[config.mk]
export PLATFORM = sky130hd
export DESIGN_NAME = mc_core_datapath_flat
export DESIGN_NICKNAME = d
export VERILOG_FILES = /design/src/rtl/mc_core_pkg.sv /design/src/rtl/mc_core_datapath_if.sv /design/src/rtl/mc_regfile.sv /design/src/rtl/mc_core_datapath.sv /design/src/flat_wrapper.sv
export SDC_FILE = /design/constraint.sdc
export NUM_CORES = 2
export LEC_CHECK = 0
export CAP_MARGIN = 20
export CORE_MARGIN = 2
export CORE_UTILIZATION = 42
export DETAILED_ROUTE_END_ITERATION = 10
export GPL_TIMING_DRIVEN = 0
export SETUP_SLACK_MARGIN = 0.2
export SYNTH_ARGS = -nofsm -noshare
export SYNTH_HDL_FRONTEND = slang
export SYNTH_SLANG_ARGS = --single-unit
[constraint.sdc]
create_clock -name clk -period 114.7 [get_ports clk]
set_input_delay 22.94 -clock clk [delete_from_list [all_inputs] [get_ports clk]]
set_output_delay 22.94 -clock clk [all_outputs]
set_load 0.02 [all_outputs]
[src/rtl/mc_core_pkg.sv]
// mc_core_pkg: shared constants for the multicycle core datapath.
//   - opcode values (instruction bits [31:26])
//   - instruction field positions
//   - sequencer state encoding
package mc_core_pkg;

  localparam int unsigned InstrW = 32;

  // Field least-significant-bit positions inside the 32-bit instruction word.
  localparam int unsigned OpLsb = 26;
  localparam int unsigned R1Lsb = 21;
  localparam int unsigned R2Lsb = 16;
  localparam int unsigned R3Lsb = 11;

  localparam logic [5:0] OpAdd  = 6'h01;
  localparam logic [5:0] OpSub  = 6'h02;
  localparam logic [5:0] OpAnd  = 6'h03;
  localparam logic [5:0] OpOr   = 6'h04;
  localparam logic [5:0] OpAddi = 6'h05;
  localparam logic [5:0] OpLd   = 6'h06;
  localparam logic [5:0] OpSt   = 6'h07;
  localparam logic [5:0] OpBeq  = 6'h08;
  localparam logic [5:0] OpJ    = 6'h09;
  localparam logic [5:0] OpHalt = 6'h3F;

  typedef enum logic [2:0] {
    StFetch  = 3'd0,
    StDecode = 3'd1,
    StExec   = 3'd2,
    StMem    = 3'd3,
    StWb     = 3'd4,
    StHalt   = 3'd5
  } state_e;

endpackage

[src/rtl/mc_core_datapath_if.sv]
// mc_core_datapath_if: instruction- and data-memory req/ack handshake bundle.
//   master: the core (drives requests, receives ack/rdata)
//   slave : the memory subsystem
interface mc_core_datapath_if #(
  parameter int unsigned PC_W    = 16,
  parameter int unsigned DATA_W  = 32,
  parameter int unsigned DADDR_W = 16
);
  logic               imem_req;
  logic [PC_W-1:0]    imem_addr;
  logic               imem_ack;
  logic [31:0]        imem_rdata;
  logic               dmem_req;
  logic               dmem_we;
  logic [DADDR_W-1:0] dmem_addr;
  logic [DATA_W-1:0]  dmem_wdata;
  logic               dmem_ack;
  logic [DATA_W-1:0]  dmem_rdata;

  modport master (
    output imem_req, imem_addr, dmem_req, dmem_we, dmem_addr, dmem_wdata,
    input  imem_ack, imem_rdata, dmem_ack, dmem_rdata
  );

  modport slave (
    input  imem_req, imem_addr, dmem_req, dmem_we, dmem_addr, dmem_wdata,
    output imem_ack, imem_rdata, dmem_ack, dmem_rdata
  );
endinterface

[src/rtl/mc_regfile.sv]
// mc_regfile: 2^AW x DATA_W register file.
//   clk_i, rst_i          clock, asynchronous active-high reset (clears all registers)
//   raddr_a_i/rdata_a_o   asynchronous read port A
//   raddr_b_i/rdata_b_o   asynchronous read port B
//   we_i/waddr_i/wdata_i  synchronous write port; writes to register 0 are dropped
module mc_regfile #(
  parameter int unsigned DATA_W = 32,
  parameter int unsigned AW     = 5
) (
  input  logic              clk_i,
  input  logic              rst_i,
  input  logic [AW-1:0]     raddr_a_i,
  output logic [DATA_W-1:0] rdata_a_o,
  input  logic [AW-1:0]     raddr_b_i,
  output logic [DATA_W-1:0] rdata_b_o,
  input  logic              we_i,
  input  logic [AW-1:0]     waddr_i,
  input  logic [DATA_W-1:0] wdata_i
);
  localparam int unsigned NumRegs = 1 << AW;

  logic [DATA_W-1:0] regs_q [NumRegs];

  always_ff @(posedge clk_i or posedge rst_i) begin
    if (rst_i) begin
      for (int i = 0; i < NumRegs; i++) regs_q[i] <= '0;
    end else if (we_i && (waddr_i != '0)) begin
      regs_q[waddr_i] <= wdata_i;
    end
  end

  assign rdata_a_o = (raddr_a_i == '0) ? '0 : regs_q[raddr_a_i];
  assign rdata_b_o = (raddr_b_i == '0) ? '0 : regs_q[raddr_b_i];
endmodule

[src/rtl/mc_core_datapath.sv]
// mc_core_datapath: multicycle datapath with integrated FETCH/DECODE/EXEC/MEM/WB sequencer.
//   clk, reset  clock, asynchronous active-high reset
//   bus         memory handshakes (master side): imem req/addr/ack/rdata, dmem req/we/addr/
//               wdata/ack/rdata; all request-side signals come straight from flops
//   halted      HALT has executed (sticky until reset)
//   pc          current program counter (word address)
//   state       sequencer state, debug only
module mc_core_datapath
  import mc_core_pkg::*;
#(
  parameter int unsigned DATA_W  = 32,
  parameter int unsigned REG_AW  = 5,
  parameter int unsigned PC_W    = 16,
  parameter int unsigned DADDR_W = 16
) (
  input  logic            clk,
  input  logic            reset,
  mc_core_datapath_if.master bus,
  output logic            halted,
  output logic [PC_W-1:0] pc,
  output logic [2:0]      state
);
  state_e              state_q, state_d;
  logic [PC_W-1:0]     pc_q, pc_d, pc_inc;
  logic [InstrW-1:0]   ir_q, ir_d;
  logic [DATA_W-1:0]   a_q, a_d, b_q, b_d, alu_q, alu_d, mdr_q, mdr_d;
  logic                imem_req_q, imem_req_d;
  logic                dmem_req_q, dmem_req_d;
  logic                dmem_we_q, dmem_we_d;

  logic [5:0]          op;
  logic [REG_AW-1:0]   r1, r2, r3, raddr_a, raddr_b;
  logic [DATA_W-1:0]   imm_sext, rdata_a, rdata_b, rf_wdata;
  logic                rf_we;

  assign op       = ir_q[OpLsb +: 6];
  assign r1       = ir_q[R1Lsb +: REG_AW];
  assign r2       = ir_q[R2Lsb +: REG_AW];
  assign r3       = ir_q[R3Lsb +: REG_AW];
  assign imm_sext = DATA_W'($signed(ir_q[15:0]));
  assign pc_inc   = pc_q + PC_W'(1);

  // A carries the base/first operand, B the second operand or store data.
  // BEQ compares r1 with r2; ST uses r2 as base and r1 as data.
  assign raddr_a = (op == OpBeq) ? r1 : r2;
  assign raddr_b = (op == OpBeq) ? r2 : ((op == OpSt) ? r1 : r3);
  assign rf_wdata = (op == OpLd) ? mdr_q : alu_q;

  mc_regfile #(
    .DATA_W (DATA_W),
    .AW     (REG_AW)
  ) u_regfile (
    .clk_i     (clk),
    .rst_i     (reset),
    .raddr_a_i (raddr_a),
    .rdata_a_o (rdata_a),
    .raddr_b_i (raddr_b),
    .rdata_b_o (rdata_b),
    .we_i      (rf_we),
    .waddr_i   (r1),
    .wdata_i   (rf_wdata)
  );

  always_comb begin
    state_d   = state_q;
    pc_d      = pc_q;
    ir_d      = ir_q;
    a_d       = a_q;
    b_d       = b_q;
    alu_d     = alu_q;
    mdr_d     = mdr_q;
    dmem_we_d = dmem_we_q;
    rf_we     = 1'b0;
    case (state_q)
      StFetch: begin
        // The request flop gates ack, so a stray ack before the request is ignored.
        if (imem_req_q && bus.imem_ack) begin
          ir_d    = bus.imem_rdata;
          state_d = StDecode;
        end
      end
      StDecode: begin
        a_d   = rdata_a;
        b_d   = rdata_b;
        pc_d  = pc_inc;
        alu_d = DATA_W'(pc_inc) + imm_sext;  // branch target, consumed by BEQ in EXEC
        case (op)
          OpJ: begin
            pc_d    = PC_W'(ir_q[25:0]);
            state_d = StFetch;
          end
          OpHalt: state_d = StHalt;
          OpAdd, OpSub, OpAnd, OpOr, OpAddi, OpLd, OpSt, OpBeq: state_d = StExec;
          default: state_d = StFetch;
        endcase
      end
      StExec: begin
        state_d = StWb;
        case (op)
          OpAdd:  alu_d = a_q + b_q;
          OpSub:  alu_d = a_q - b_q;
          OpAnd:  alu_d = a_q & b_q;
          OpOr:   alu_d = a_q | b_q;
          OpAddi: alu_d = a_q + imm_sext;
          OpLd, OpSt: begin
            alu_d     = a_q + imm_sext;
            dmem_we_d = (op == OpSt);
            state_d   = StMem;
          end
          OpBeq: begin
            if (a_q == b_q) pc_d = PC_W'(alu_q);
            state_d = StFetch;
          end
          default: state_d = StFetch;
        endcase
      end
      StMem: begin
        if (dmem_req_q && bus.dmem_ack) begin
          if (dmem_we_q) begin
            state_d = StFetch;
          end else begin
            mdr_d   = bus.dmem_rdata;
            state_d = StWb;
          end
        end
      end
      StWb: begin
        rf_we   = 1'b1;
        state_d = StFetch;
      end
      StHalt:  state_d = StHalt;
      default: state_d = StFetch;
    endcase
    // Requests are registered copies of the next state: no ack-to-req combinational path.
    imem_req_d = (state_d == StFetch);
    dmem_req_d = (state_d == StMem);
    if (state_d != StMem) dmem_we_d = 1'b0;
  end

  always_ff @(posedge clk or posedge reset) begin
    if (reset) begin
      state_q    <= StFetch;
      pc_q       <= '0;
      ir_q       <= '0;
      a_q        <= '0;
      b_q        <= '0;
      alu_q      <= '0;
      mdr_q      <= '0;
      imem_req_q <= 1'b0;
      dmem_req_q <= 1'b0;
      dmem_we_q  <= 1'b0;
    end else begin
      state_q    <= state_d;
      pc_q       <= pc_d;
      ir_q       <= ir_d;
      a_q        <= a_d;
      b_q        <= b_d;
      alu_q      <= alu_d;
      mdr_q      <= mdr_d;
      imem_req_q <= imem_req_d;
      dmem_req_q <= dmem_req_d;
      dmem_we_q  <= dmem_we_d;
    end
  end

  assign bus.imem_req   = imem_req_q;
  assign bus.imem_addr  = pc_q;
  assign bus.dmem_req   = dmem_req_q;
  assign bus.dmem_we    = dmem_we_q;
  assign bus.dmem_addr  = DADDR_W'(alu_q);
  assign bus.dmem_wdata = b_q;

  assign halted = (state_q == StHalt);
  assign pc     = pc_q;
  assign state  = state_q;
endmodule
[src/flat_wrapper.sv]
// flat-port wrapper written by rule: the top's interface ports become plain ports
module mc_core_datapath_flat import mc_core_pkg::*;
#(
  parameter int unsigned DATA_W  = 32,
  parameter int unsigned REG_AW  = 5,
  parameter int unsigned PC_W    = 16,
  parameter int unsigned DADDR_W = 16
)
  (clk, reset, halted, pc, state, bus_imem_req, bus_imem_addr, bus_dmem_req, bus_dmem_we, bus_dmem_addr, bus_dmem_wdata, bus_imem_ack, bus_imem_rdata, bus_dmem_ack, bus_dmem_rdata);
  mc_core_datapath_if #(.PC_W(PC_W), .DATA_W(DATA_W), .DADDR_W(DADDR_W)) bus_i ();
  input  logic clk;
  input  logic reset;
  output logic halted;
  output logic [PC_W-1:0] pc;
  output logic [2:0] state;
  output wire logic [$bits(bus_i.imem_req)-1:0] bus_imem_req;
  output wire logic [$bits(bus_i.imem_addr)-1:0] bus_imem_addr;
  output wire logic [$bits(bus_i.dmem_req)-1:0] bus_dmem_req;
  output wire logic [$bits(bus_i.dmem_we)-1:0] bus_dmem_we;
  output wire logic [$bits(bus_i.dmem_addr)-1:0] bus_dmem_addr;
  output wire logic [$bits(bus_i.dmem_wdata)-1:0] bus_dmem_wdata;
  input wire logic [$bits(bus_i.imem_ack)-1:0] bus_imem_ack;
  input wire logic [$bits(bus_i.imem_rdata)-1:0] bus_imem_rdata;
  input wire logic [$bits(bus_i.dmem_ack)-1:0] bus_dmem_ack;
  input wire logic [$bits(bus_i.dmem_rdata)-1:0] bus_dmem_rdata;
  assign bus_imem_req = bus_i.imem_req;
  assign bus_imem_addr = bus_i.imem_addr;
  assign bus_dmem_req = bus_i.dmem_req;
  assign bus_dmem_we = bus_i.dmem_we;
  assign bus_dmem_addr = bus_i.dmem_addr;
  assign bus_dmem_wdata = bus_i.dmem_wdata;
  assign bus_i.imem_ack = bus_imem_ack;
  assign bus_i.imem_rdata = bus_imem_rdata;
  assign bus_i.dmem_ack = bus_dmem_ack;
  assign bus_i.dmem_rdata = bus_dmem_rdata;
  mc_core_datapath #(.DATA_W(DATA_W), .REG_AW(REG_AW), .PC_W(PC_W), .DADDR_W(DADDR_W)) u_core (.clk(clk), .reset(reset), .bus(bus_i), .halted(halted), .pc(pc), .state(state));
endmodule
==> flow_summary.ini <==
[synth]
ys_ff_latch = 1206
yosys_warnings = 0
netlist_instances = 6448
synth-simple-area-share = 0.1114
syn_area_um2 = 66370
synth_mux_area_frac = 0.1996
async_flop_share = 1.000
synth_xor_area_frac = 0.01043
syn_area_per_cell_um2 = 10.29
synth-adder-area-share = 0.02824
synth-edff-count = 0
syn_nets = 6664
synth_top_area_share = 0.4547
synth_compound_area_frac = 0.1492
synth_common_cells = 1206 x dfrtp_1, 975 x nand2_1, 740 x o21ai_0
post-synth-top-count-cell = dfrtp_1
yosysSeqAreaShare = 0.4547
synth_top_flop_cell = dfrtp_1
synth_area_leaders = dfrtp_1 45%, mux4_2 16%, o21ai_0 5.6%, nand2_1 5.5%, a21oi_1 5.0%
ys_types = 81
synth_top_family_by_area = multiplexers
synth_top_area_cell = dfrtp_1

[setup_path]
rrSetupSlack_ps = 107950
required_ps = 115600
r2r_cells = 15
cp_max_fo = 124
reg2reg_from = u_core.ir_q[29]$_DFFE_PP0P_
cp-startpoint = reset
arrival_ps = 26330
critPathLaunchType = input port
worstSetupEndpointType = asynchronous set/reset pin
crit_type = input port to asynchronous set/reset pin
timing.critical_path.to = u_core.u_regfile.regs_q[648]$_DFFE_PP0P_
r2r-end = u_core.alu_q[23]$_DFFE_PP0P_

[drt]
vias = 57650
first_pass_iters = 7
avgRoutedWirePerCell_um = 32.60
ant_nets = 0
vias_per_cell = 6.441
post-route-drc-count = 0
drt-total-wl_mm = 291.7
drt_iter0_markers = 7801

[power_and_ir_drop]
power_w = 0.002494
vdd_ir_drop_max_uv = 13.59
power.density_nw_per_um2 = 32.87
power_leakage_nw = 32.67

[timing]
fin_tns_setup_ps = 0
rsz0062_at_grt = no
max_slew.worst_pin.slew_ps = 1279
period_needed_ps = 25430
maxSlewViolCount = 0
max_freq_ghz = 0.03933
hold_violations = 0
maxSlewHeadroom = 0.1473
setup_slack_ps = 89270
fin_crit_sh = 0.2217
whs_ps = 478.6
fin_skew_ps = 30.48
setup_viol = 0

[clocking]
h-tree-depth = 4
root_buffer = clkbuf_16
clk_pin_slew_ps = 60
hold_buffers = 0
clock-sinks = 1206
cts_buffers = 140
cts_tree = built
ctsResizeCount = 0
clockBufferDepth = 3
clk_latency_ps = 810
post-cts-setup-buffer-count = 0

[job]
drv_cap = 0

[finish]
fill_cells = 14510
nets = 6994
syn_to_final_growth_pct = 14.35
drive_gt1_frac = 0.1422

[placed_design]
gp_congestion = 1.040
numPortBuffers = 154
post-dp-hpwl_mm = 226.3
place_worst_setup_slack_ps = 88420

[global_routing]
grt_pass1_vias = 55570
track_usage = 0.3564
grt_pass1_wl_mm = 408.8
antenna_found_initial = 13
grt_overflow = 0
grt_max_degree = 125

[floorplan]
rows = 145
start_util = 0.4239
core_um2 = 156600
die_h_um = 401.5
dieWidth_um = 401.5
dieArea_um2 = 161200
ios = 155

[outcome]
status = finished clean

[min_path]
worstHoldPathType = flip-flop to flip-flop
## state kept, by name, summed over array words and instances (netlist names)
register / flops
u_core.bus.dmem_wdata: 32
u_core.bus.imem_req: 1
u_core.ir_q: 32
u_core.state: 3
u_core.bus.imem_addr: 16
u_core.alu_q: 32
u_core.a_q: 32
u_core.mdr_q: 32
u_core.bus.dmem_we: 1
u_core.bus.dmem_req: 1
u_core.u_regfile.regs_q: 1024
## cell families (layout without fill, tap and decap cells)
group                    count (synthesis)  count (layout)
multiplexers                           734             734
AO/OA/AOI/OAI                         1758            1758
flip-flops                            1206            1206
other                                    0               9
buffers and inverters                  727            1162
XOR/XNOR                                79              79
adder cells (fa/ha/maj)                148             148
AND/OR/NAND/NOR                       1796            1796
## layout make-up
type	count	area [µm²]	share of cell area
multi-input cells	4515	33140	0.4366
flip-flops and latches	1206	30180	0.3976
clock buffers	192	4065	0.05356
plain buffers	620	2679	0.03530
well taps	2058	2575	0.03393
repair buffers	188	2137	0.02816
clock inverters	55	689.4	0.009084
inverters	107	409.1	0.005391
diodes	9	22.52	0.0002968
## worst max-delay path: stages
cell	delay [ps]
clkdlybuf4s50_1	490
inv_8	480
buf_16	440
buf_16	480
buf_16	480
buf_16	390
## cells in the final DEF, fill, tap and decap left out, types with 14 or more instances in the layout
master	instances
clkbuf_1	472
o21ai_0	740
a21o_1	42
nand2b_1	17
nand2_1	975
nor2b_1	77
nand3_1	71
o221ai_1	38
inv_1	106
a32o_1	15
clkdlybuf4s50_1	154
ha_1	145
dfrtp_1	1206
xor2_1	22
nor2_1	516
a221oi_1	14
a211oi_1	96
xnor2_1	57
bufinv_16	14
mux4_2	464
a2111oi_0	17
clkinv_2	27
mux2_2	77
nor3_1	58
mux2i_1	193
clkbuf_8	26
clkbuf_16	145
buf_1	22
a22oi_1	37
a21oi_1	658
buf_2	91
buf_4	55
## layer usage
layer	global-route usage	up-vias	part of all wire
met5	0	-	0.00085
met4	0.2174	16	0.072
met3	0.1294	920	0.13
met2	0.5300	3856	0.43
met1	0.4430	29070	0.37
li1	-	23790	-
## power by group
group / internal [W] / switching [W] / total [W] / leakage, nW
Sequential: 0.000569 / 0.000151 / 0.000721 / 16.4
Combinational: 0.000459 / 0.000840 / 0.00130 / 13.9
Clock: 0.000279 / 0.000195 / 0.000474 / 2.35
## stage by stage
step	utilization	std cells	area (µm²)
after floorplan	-	6448	66370
after global placement	0.4502	8660	70480
after detailed placement	0.4541	8693	71100
after CTS	0.4845	8940	75850
after global routing	0.4846	8941	75870
final	0.4847	8950	75890
## how the worst min path moves through the flow
stage	startpoint	end	slack [ps]	depth (start not counted)
detailed placement	u_core.u_regfile.regs_q[1002]$_DFFE_PP0P_	u_core.u_regfile.regs_q[1002]$_DFFE_PP0P_	470	1
floorplan	u_core.u_regfile.regs_q[1000]$_DFFE_PP0P_	u_core.u_regfile.regs_q[1000]$_DFFE_PP0P_	440	1
finish	u_core.u_regfile.regs_q[1020]$_DFFE_PP0P_	u_core.u_regfile.regs_q[1020]$_DFFE_PP0P_	480	1
global route	u_core.u_regfile.regs_q[1002]$_DFFE_PP0P_	u_core.u_regfile.regs_q[1002]$_DFFE_PP0P_	500	1
global placement	u_core.u_regfile.regs_q[992]$_DFFE_PP0P_	u_core.u_regfile.regs_q[992]$_DFFE_PP0P_	450	1
CTS	u_core.u_regfile.regs_q[1002]$_DFFE_PP0P_	u_core.u_regfile.regs_q[1002]$_DFFE_PP0P_	480	1
(Power assumes the default switching activity.)
